$ cat config.mk
export PLATFORM = sky130hd
export DESIGN_NAME = led_matrix_scan
export DESIGN_NICKNAME = d
export VERILOG_FILES = /design/src/rtl/led_matrix_pkg.sv /design/src/rtl/led_scan_timer.sv /design/src/rtl/led_matrix_scan.sv
export SDC_FILE = /design/constraint.sdc
export NUM_CORES = 1
export LEC_CHECK = 0
export CORE_UTILIZATION = 29
export CTS_CLUSTER_DIAMETER = 40
export DETAILED_ROUTE_END_ITERATION = 16
export PLACE_DENSITY = 0.57
export SYNTH_ARGS = -nofsm -noshare
export SYNTH_HDL_FRONTEND = slang
export SYNTH_SLANG_ARGS = --single-unit
export TNS_END_PERCENT = 100
$ cat constraint.sdc
create_clock -name clk12MHz -period 3.8 [get_ports clk12MHz]
set_input_delay 0.76 -clock clk12MHz [delete_from_list [all_inputs] [get_ports clk12MHz]]
set_output_delay 0.76 -clock clk12MHz [all_outputs]
set_load 0.05 [all_outputs]
$ cat src/rtl/led_matrix_pkg.sv
// Shared definitions for the LED matrix scan driver: slot-state encoding and
// default geometry/timing constants used as parameter defaults.
package led_matrix_pkg;

    // Phase within one column slot: outputs dark, or column strobed with row data
    typedef enum logic {
        SLOT_BLANK = 1'b0,
        SLOT_DRIVE = 1'b1
    } slot_state_t;

    localparam int DEF_ROWS         = 8;
    localparam int DEF_COLS         = 4;
    localparam int DEF_DWELL_W      = 10;
    localparam int DEF_BLANK_CYCLES = 16;

endpackage

$ cat src/rtl/led_scan_timer.sv
// Scan timebase: per-column slot counter, current column index, slot phase
// (BLANK/DRIVE) and the frame-boundary strike used for buffer swap and
// frame_start. All values describe the slot position of the current clock.
module led_scan_timer
    import led_matrix_pkg::*;
#(
    parameter int COLS         = DEF_COLS,
    parameter int DWELL_W      = DEF_DWELL_W,
    parameter int BLANK_CYCLES = DEF_BLANK_CYCLES,
    localparam int COL_W       = $clog2(COLS)
)(
    input  logic             clk12MHz,
    input  logic             rst_n,
    output logic [COL_W-1:0] col_idx,
    output slot_state_t      state,
    output logic             swap
);

    localparam logic [DWELL_W-1:0] CNT_LAST  = '1;
    localparam logic [DWELL_W-1:0] BLANK_LIM = DWELL_W'(BLANK_CYCLES);
    localparam logic [COL_W-1:0]   COL_LAST  = COL_W'(COLS - 1);

    logic [DWELL_W-1:0] cnt;
    logic [DWELL_W-1:0] cnt_nxt;
    logic [COL_W-1:0]   col_nxt;
    slot_state_t        state_nxt;

    // Next slot position; the phase is derived from the next count so the
    // state register always matches the count it sits beside
    always_comb begin
        cnt_nxt   = cnt + DWELL_W'(1);
        col_nxt   = col_idx;
        state_nxt = SLOT_DRIVE;
        if (cnt == CNT_LAST) begin
            col_nxt = (col_idx == COL_LAST) ? '0 : col_idx + COL_W'(1);
        end
        if (cnt_nxt < BLANK_LIM) begin
            state_nxt = SLOT_BLANK;
        end
    end

    // Timebase registers; reset restarts the scan at column 0, slot start
    always_ff @(posedge clk12MHz or negedge rst_n) begin
        if (!rst_n) begin
            cnt     <= '0;
            col_idx <= '0;
            state   <= SLOT_BLANK;
        end else begin
            cnt     <= cnt_nxt;
            col_idx <= col_nxt;
            state   <= state_nxt;
        end
    end

    // First clock of the column-0 slot: frame boundary
    assign swap = (cnt == '0) && (col_idx == '0);

endmodule

$ cat src/rtl/led_matrix_scan.sv
// Time-multiplexed LED matrix driver: double-buffered frame store, anti-ghost
// blanking at each column change, active-low registered row/column pins.
// Optional global dimming is enabled by defining LED_MATRIX_DIMMING_EN, which
// adds the 4-bit brightness input and a per-slot PWM gate on the row lines.
module led_matrix_scan
    import led_matrix_pkg::*;
#(
    parameter int ROWS         = DEF_ROWS,
    parameter int COLS         = DEF_COLS,
    parameter int DWELL_W      = DEF_DWELL_W,
    parameter int BLANK_CYCLES = DEF_BLANK_CYCLES
)(
    input  logic                 clk12MHz,
    input  logic                 rst_n,
    input  logic [ROWS*COLS-1:0] frame_data,
    input  logic                 frame_load,
`ifdef LED_MATRIX_DIMMING_EN
    input  logic [3:0]           brightness,
`endif
    output logic                 frame_pend,
    output logic                 frame_start,
    output logic [ROWS-1:0]      led_row,
    output logic [COLS-1:0]      led_col
);

    localparam int COL_W = $clog2(COLS);

    logic [COLS-1:0][ROWS-1:0] active_buf;
    logic [COLS-1:0][ROWS-1:0] shadow_buf;
    logic [COL_W-1:0]          col_idx;
    slot_state_t               state;
    logic                      swap;
    logic                      row_en;
    logic [ROWS-1:0]           row_nxt;
    logic [COLS-1:0]           col_nxt;

    led_scan_timer #(
        .COLS         (COLS),
        .DWELL_W      (DWELL_W),
        .BLANK_CYCLES (BLANK_CYCLES)
    ) u_timer (
        .clk12MHz (clk12MHz),
        .rst_n    (rst_n),
        .col_idx  (col_idx),
        .state    (state),
        .swap     (swap)
    );

    // Frame handshake: loads land in shadow; shadow moves to active only at the
    // frame boundary, and a load on that very clock goes straight to both
    always_ff @(posedge clk12MHz or negedge rst_n) begin
        if (!rst_n) begin
            active_buf <= '0;
            shadow_buf <= '0;
            frame_pend <= 1'b0;
        end else if (swap && frame_load) begin
            active_buf <= frame_data;
            shadow_buf <= frame_data;
            frame_pend <= 1'b0;
        end else if (frame_load) begin
            shadow_buf <= frame_data;
            frame_pend <= 1'b1;
        end else if (swap && frame_pend) begin
            active_buf <= shadow_buf;
            frame_pend <= 1'b0;
        end
    end

`ifdef LED_MATRIX_DIMMING_EN
    logic [3:0] pwm_cnt;

    // PWM phase inside the drive window; held at zero through blanking so every
    // slot starts its duty pattern from the beginning
    always_ff @(posedge clk12MHz or negedge rst_n) begin
        if (!rst_n) begin
            pwm_cnt <= '0;
        end else if (state == SLOT_BLANK) begin
            pwm_cnt <= '0;
        end else begin
            pwm_cnt <= pwm_cnt + 4'd1;
        end
    end

    assign row_en = (pwm_cnt <= brightness);
`else
    assign row_en = 1'b1;
`endif

    // Pin values for the current slot position: dark while blanking, otherwise
    // one column low and its rows inverted (rows may be gated off by dimming)
    always_comb begin
        row_nxt = '1;
        col_nxt = '1;
        if (state == SLOT_DRIVE) begin
            col_nxt = ~(COLS'(1) << col_idx);
            if (row_en) begin
                row_nxt = ~active_buf[col_idx];
            end
        end
    end

    // Registered pins; reset forces everything dark immediately
    always_ff @(posedge clk12MHz or negedge rst_n) begin
        if (!rst_n) begin
            led_row     <= '1;
            led_col     <= '1;
            frame_start <= 1'b0;
        end else begin
            led_row     <= row_nxt;
            led_col     <= col_nxt;
            frame_start <= swap;
        end
    end

endmodule

==> results of run 1 <==
==> power by group through the flow <==
stage	registers, mW	clock network [mW]	logic, mW
after floorplan	1.10	0	0.0983
after global placement	1.08	0	0.203
after detailed placement	1.08	0	0.205
after CTS	1.06	1.05	0.207
after global routing	1.07	1.10	0.219
final	1.06	1.03	0.200
==> layout make-up <==
cell class              instances  share of cell area, %
flip-flops and latches         91                   47.9
clock inverters                 6                   2.33
inverters                       6                  0.471
clock buffers                  10                   4.99
well taps                     172                   4.50
multi-input cells             129                   29.5
repair buffers                 49                   10.3
==> path summary, 6_finish.rpt <==
path / startpoint / end / slack, ps / depth (start not counted)
max reg2reg: u_timer.col_idx[0] / active_buf[25] / 1450 / 6
min reg2reg: shadow_buf[2] / shadow_buf[2] / 500 / 1
max in group asynchronous: rst_n / active_buf[20] / 2450 / 1
max: led_row[1] / led_row[1] / 1380 / 1
min in group asynchronous: rst_n / u_timer.cnt[0] / 620 / 1
min: shadow_buf[2] / shadow_buf[2] / 500 / 1
==> flip-flops by register name, indices dropped and copies added, names as in the netlist, 2 cells and up <==
name / flops
u_timer.cnt: 10
led_col: 4
led_row: 8
shadow_buf: 32
active_buf: 32
u_timer.col_idx: 2
==> worst register-to-register path, cell delays in order, from the launching register on <==
cell and delay (ps):
sky130_fd_sc_hd__dfrtp_1 800, sky130_fd_sc_hd__inv_1 150, sky130_fd_sc_hd__ha_1 250, sky130_fd_sc_hd__and4_4 170, sky130_fd_sc_hd__o21ai_4 270, sky130_fd_sc_hd__buf_12 270
sky130_fd_sc_hd__mux2_4 320
==> synth_stat cells, drive strengths merged <==
| master | n | share of area, % |
|---|---|---|
| nor4b | 1 | 0.39 |
| mux2i | 1 | 0.26 |
| nor2 | 7 | 0.69 |
| inv | 6 | 0.59 |
| and4 | 1 | 0.29 |
| ha | 6 | 2.0 |
| dfstp | 12 | 8.2 |
| clkbuf | 2 | 0.20 |
| mux2 | 67 | 23 |
| o211ai | 1 | 0.20 |
| xor2 | 3 | 0.69 |
| nand3 | 4 | 0.52 |
| nand4 | 4 | 0.65 |
| nor3 | 3 | 0.39 |
| o21ai | 2 | 0.56 |
| nand2 | 14 | 1.4 |
| mux4 | 8 | 4.7 |
| dfrtp | 79 | 52 |
| buf | 8 | 2.3 |
| o32ai | 1 | 0.23 |
| xnor2 | 5 | 1.1 |
| a21boi | 1 | 0.20 |
==> logic make-up (layout without fill, tap and decap cells) <==
group,after synthesis,after routing,share of synthesized area [%]
AND/OR/NAND/NOR,34,34,4.32
buffers and inverters,16,71,3.08
XOR/XNOR,8,8,1.83
AO/OA/AOI/OAI,5,5,1.18
multiplexers,76,76,27.7
flip-flops,91,91,60.0
adder cells (fa/ha/maj),6,6,1.96
==> stage by stage <==
step           total power [mW]  utilization (%)
2_1_floorplan              1.20                -
3_3_place_gp               1.28             34.9
3_5_place_dp               1.29             34.9
4_1_cts                    2.32             37.6
5_1_grt                    2.38             37.6
6_report                   2.29             37.6
==> layer usage <==
| layer | GRT usage [%] | part of all wire [%] | routed length [um] |
|---|---|---|---|
| met4 | 6.33 | 2.3 | 148 |
| met5 | 0 | 0 | 0 |
| met3 | 3.14 | 4.6 | 302 |
| met2 | 16.8 | 47 | 3050 |
| met1 | 13.8 | 46 | 3030 |
==> impl_metrics.json, run 1 <==
{
  "cp_top_family": "buffers and inverters",
  "yosys.cell_types.count": 26,
  "detail-route-antenna-nets": 0,
  "rsz0062_at_grt": "no",
  "finalSetupViolations": 0,
  "detailed_place_hpwl_um": 4300,
  "power_switching_mw": 0.478,
  "postCtsSetupBuffers": 0,
  "drt-wirelength-per-cell_um": 14.1,
  "p_sw_share_pct": 20.8,
  "holdWs_ps": 500,
  "total_power_per_unit_cell_area_nw_per_um2": 479,
  "coreArea_um2": 12700,
  "clock_skew_ps": 9.47,
  "worst_endpoint_required_time_ps": 3040,
  "timing.critical_path.from_type": "flop",
  "htree_num_levels": 3,
  "first_global_vias": 2111,
  "drc": 0,
  "synthesis.area_um2": 3820,
  "outcome": "complete, no violations",
  "globalRouteOverflowTotal": 0,
  "final.setup.worst_slack_ps": 1380,
  "count_of_filler_cells_inserted_in_the_layout": 1251,
  "placement_rows": 41,
  "worstPathMaxFanout": 1,
  "ant_cells": 0,
  "power_leakage_nw": 2.12,
  "clock_tree.buffer_depth": 2,
  "route.detailed.vias_per_inst": 4.26,
  "die_h_um": 117,
  "number_of_standard_cells_after_synthesis": 236,
  "postSynthNetCount": 277,
  "clk_transition_reported_paths_ps": 70,
  "die_width_um": 117,
  "insertion_delay_ps": 340,
  "route.vias.total": 1971,
  "min_clock_period_post_route_ps": 2420,
  "ff_latch_area_um2": 2290,
  "clock_tree.root_cell": "sky130_fd_sc_hd__clkbuf_16",
  "final.period_utilization_pct": 63.6,
  "cp_slowest_stage_delay_ps": 790,
  "pre_cts_slack_ps": 1200,
  "gp_routability_congestion": 0.706,
  "drt_pass1_iterations": 4,
  "internal_power_summed_over_all_cells_mw": 1.81,
  "slew-limit-headroom_pct": 25.7,
  "globalRouteTotalUtil_pct": 10.9,
  "placed_instances": 447,
  "grt_first_pass_wirelength_um": 10800,
  "maxSlewViolCount": 0,
  "achievable-frequency_ghz": 0.414,
  "cts_inserted_buffers": 9,
  "boundaryPins": 49,
  "hold_viol_final": 0,
  "timing.critical_path.to_type": "output pin",
  "routed_wl_um": 6530,
  "nets": 327,
  "postCtsResizedCells": 0,
  "maximum_number_of_pins_on_one_net_before_global_route_repair": 92,
  "comb_power_share_pct": 8.7,
  "worst-path-buf-inv": 1,
  "stdcell_count": 463,
  "cell_breakdown_of_the_critical_path": "clkdlybuf4s50_1",
  "worst-setup-path-type": "reg2out",
  "worst-slew-pin-transition_ps": 1110,
  "commonest_non_fill_non_tap_cells_in_the_layout": "sky130_fd_sc_hd__dfrtp_1 (79), sky130_fd_sc_hd__clkdlybuf4s50_1 (46), sky130_fd_sc_hd__mux2_2 (37)",
  "post_dp_cell_area_um2": 4440,
  "leading_cell_type_in_the_layout_fill_and_taps_excluded": "sky130_fd_sc_hd__dfrtp_1",
  "dieArea_um2": 13600,
  "syn2layout_area_growth_pct": 25.2,
  "synth-seq-area-share_pct": 60.0,
  "crit_path_top_delay_cell": "sky130_fd_sc_hd__clkdlybuf4s50_1",
  "post_route_cells_drive_above_1_share_pct": 37.5,
  "cts_sinks": 91,
  "io_buffers": 48,
  "data_arrival_time_of_the_critical_path_ps": 1660,
  "syn_avg_cell_area_um2": 16.2,
  "synth.ff_latch_count": 91,
  "initial_utilization_pct": 30.0,
  "hp-class": "reg2reg",
  "ir_drop_v": 0.000225,
  "multi_input_comb_area_um2": 1410,
  "finish.instance_area_um2": 4790,
  "cts_tree": "done",
  "antenna_found_initial": 0,
  "dr.first_iter.drc_count": 85,
  "ctsHoldBuffers": 0,
  "yosysWarnings": 0,
  "power_frac_seq_pct": 46.3,
  "drv.max_cap_violation_count": 0,
  "clkPwrFrac_pct": 44.9,
  "setup_total_negative_slack_ps": 0
}
No activity file was read; power rests on OpenSTA's default activity.
==> run 2: changes to the inputs <==
--- a/config.mk
+++ b/config.mk
@@ -8,7 +8,7 @@
 export CORE_UTILIZATION = 29
 export CTS_CLUSTER_DIAMETER = 40
 export DETAILED_ROUTE_END_ITERATION = 16
-export PLACE_DENSITY = 0.57
+export PLACE_DENSITY = 0.59
 export SYNTH_ARGS = -nofsm -noshare
 export SYNTH_HDL_FRONTEND = slang
 export SYNTH_SLANG_ARGS = --single-unit
==> constraint.sdc (replaced) <==
create_clock -name clk12MHz -period 2 [get_ports clk12MHz]
set_input_delay 0.4 -clock clk12MHz [delete_from_list [all_inputs] [get_ports clk12MHz]]
set_output_delay 0.4 -clock clk12MHz [all_outputs]
set_load 0.05 [all_outputs]
==> run 2 against run 1 <==
Sequential cell count is the same. Sequential power up 91%. Count of clock-buffer cells in the layout fell by 1. Combinational power grew 93%. Critical endpoint is now frame_start. Largest power group unchanged. First-iteration DRC count up 33%. Clock skew down 1.2 ps. Sequential share of layout area decreased by 0.12 points. Cell count up 1.5%. Routed wire length rose by 4.4%.
==> impl_metrics.json, run 2 (same netlist as run 1, synthesis figures left out) <==
{
  "placement_rows": 41,
  "total_power_per_unit_cell_area_nw_per_um2": 864,
  "dr.first_iter.drc_count": 113,
  "commonest_non_fill_non_tap_cells_in_the_layout": "sky130_fd_sc_hd__dfrtp_1 (79), sky130_fd_sc_hd__mux2_2 (37), sky130_fd_sc_hd__clkdlybuf4s50_1 (33)",
  "outcome": "complete, no violations",
  "nets": 334,
  "drt_pass1_iterations": 4,
  "htree_num_levels": 3,
  "achievable-frequency_ghz": 0.526,
  "initial_utilization_pct": 30.0,
  "antenna_found_initial": 0,
  "clock_skew_ps": 8.25,
  "globalRouteTotalUtil_pct": 11.3,
  "setup_total_negative_slack_ps": 0,
  "worstPathMaxFanout": 1,
  "route.vias.total": 2003,
  "gp_routability_congestion": 0.767,
  "cts_sinks": 91,
  "worst-path-buf-inv": 1,
  "leading_cell_type_in_the_layout_fill_and_taps_excluded": "sky130_fd_sc_hd__dfrtp_1",
  "crit_path_top_delay_cell": "sky130_fd_sc_hd__clkdlybuf4s50_1",
  "route.detailed.vias_per_inst": 4.26,
  "data_arrival_time_of_the_critical_path_ps": 1500,
  "io_buffers": 48,
  "multi_input_comb_area_um2": 1420,
  "rsz0062_at_grt": "no",
  "coreArea_um2": 12700,
  "ir_drop_v": 0.000430,
  "detail-route-antenna-nets": 0,
  "r2r_slack_ps": 140,
  "worst-setup-path-type": "reg2out",
  "reg_top3": "active_buf: 32 flops, shadow_buf: 32 flops, u_timer.cnt: 10 flops",
  "final.period_utilization_pct": 95.1,
  "timing.critical_path.from_type": "flop",
  "count_of_filler_cells_inserted_in_the_layout": 1208,
  "slew-limit-headroom_pct": 65.1,
  "cell_breakdown_of_the_critical_path": "clkdlybuf4s50_1",
  "boundaryPins": 49,
  "globalRouteOverflowTotal": 0,
  "hold_viol_final": 0,
  "clock_tree.buffer_depth": 2,
  "cts_tree": "done",
  "dieArea_um2": 13600,
  "ant_cells": 0,
  "insertion_delay_ps": 340,
  "detailed_place_hpwl_um": 4500,
  "cts_inserted_buffers": 9,
  "power_leakage_nw": 2.16,
  "syn2layout_area_growth_pct": 25.5,
  "clk_transition_reported_paths_ps": 60,
  "ff_latch_area_um2": 2290,
  "cp_slowest_stage_delay_ps": 800,
  "maximum_number_of_pins_on_one_net_before_global_route_repair": 92,
  "drc": 0,
  "grt_first_pass_wirelength_um": 11300,
  "finalSetupViolations": 0,
  "die_h_um": 117,
  "p_total_mw": 4.14,
  "drv.max_cap_violation_count": 0,
  "post_route_cells_drive_above_1_share_pct": 43.3,
  "final.setup.worst_slack_ps": 98.6,
  "first_global_vias": 2155,
  "maxSlewViolCount": 0,
  "routed_wl_um": 6810,
  "worst_endpoint_required_time_ps": 1600,
  "holdWs_ps": 105,
  "cp_top_family": "buffers and inverters",
  "pre_cts_slack_ps": 131,
  "timing.critical_path.to_type": "output pin",
  "ctsHoldBuffers": 0,
  "clock_tree.root_cell": "sky130_fd_sc_hd__clkbuf_16",
  "hp-class": "in2async",
  "drt-wirelength-per-cell_um": 14.5,
  "worst-slew-pin-transition_ps": 524,
  "die_width_um": 117,
  "min_clock_period_post_route_ps": 1900
}
[run 2: per-layer routing]
layer,global-route usage [%],vias up,part of all wire [%]
li1,-,943,-
met1,14.8,1007,47
met2,17.2,42,47
met3,2.52,11,4.0
met4,6.92,0,2.8
met5,0,-,0
[run 2: path summary, 6_finish.rpt]
check / startpoint / end / cells past startpoint
max in group asynchronous: rst_n / led_col[2] / 2
min: rst_n / u_timer.cnt[4] / 2
max: frame_start / frame_start / 1
min reg2reg: shadow_buf[24] / shadow_buf[24] / 1
max reg2reg: u_timer.cnt[0] / active_buf[7] / 7
min in group clk12MHz: frame_load / frame_pend / 3
[run 2: power breakdown]
| group | switching (mW) | internal [mW] | leakage, nW |
|---|---|---|---|
| registers | 0.0444 | 1.97 | 1.09 |
| logic | 0.166 | 0.220 | 0.910 |
| clock network | 0.746 | 0.992 | 0.154 |
[run 2: per-stage QoR]
| step | instances | cell area (um2) | utilization [%] |
|---|---|---|---|
| after floorplan | 236 | 3820 | - |
| after global placement | 453 | 4470 | 35.2 |
| after detailed placement | 453 | 4470 | 35.2 |
| after CTS | 469 | 4780 | 37.6 |
| after global routing | 470 | 4800 | 37.7 |
| final | 470 | 4800 | 37.7 |
[run 2: final cells by class]
type	instances	area share, %
sequential	91	47.8
multi-input combinational	129	29.6
tap	172	4.49
inverter	6	0.469
clock inverter	7	1.75
timing repair buffer	56	11.2
clock buffer	9	4.69
[run 2: what timing repair did]
action                                  in CTS  in global routing
endpoints found under the setup margin       0                 12
setup buffers                                0                  1
resized for setup                            0                  1
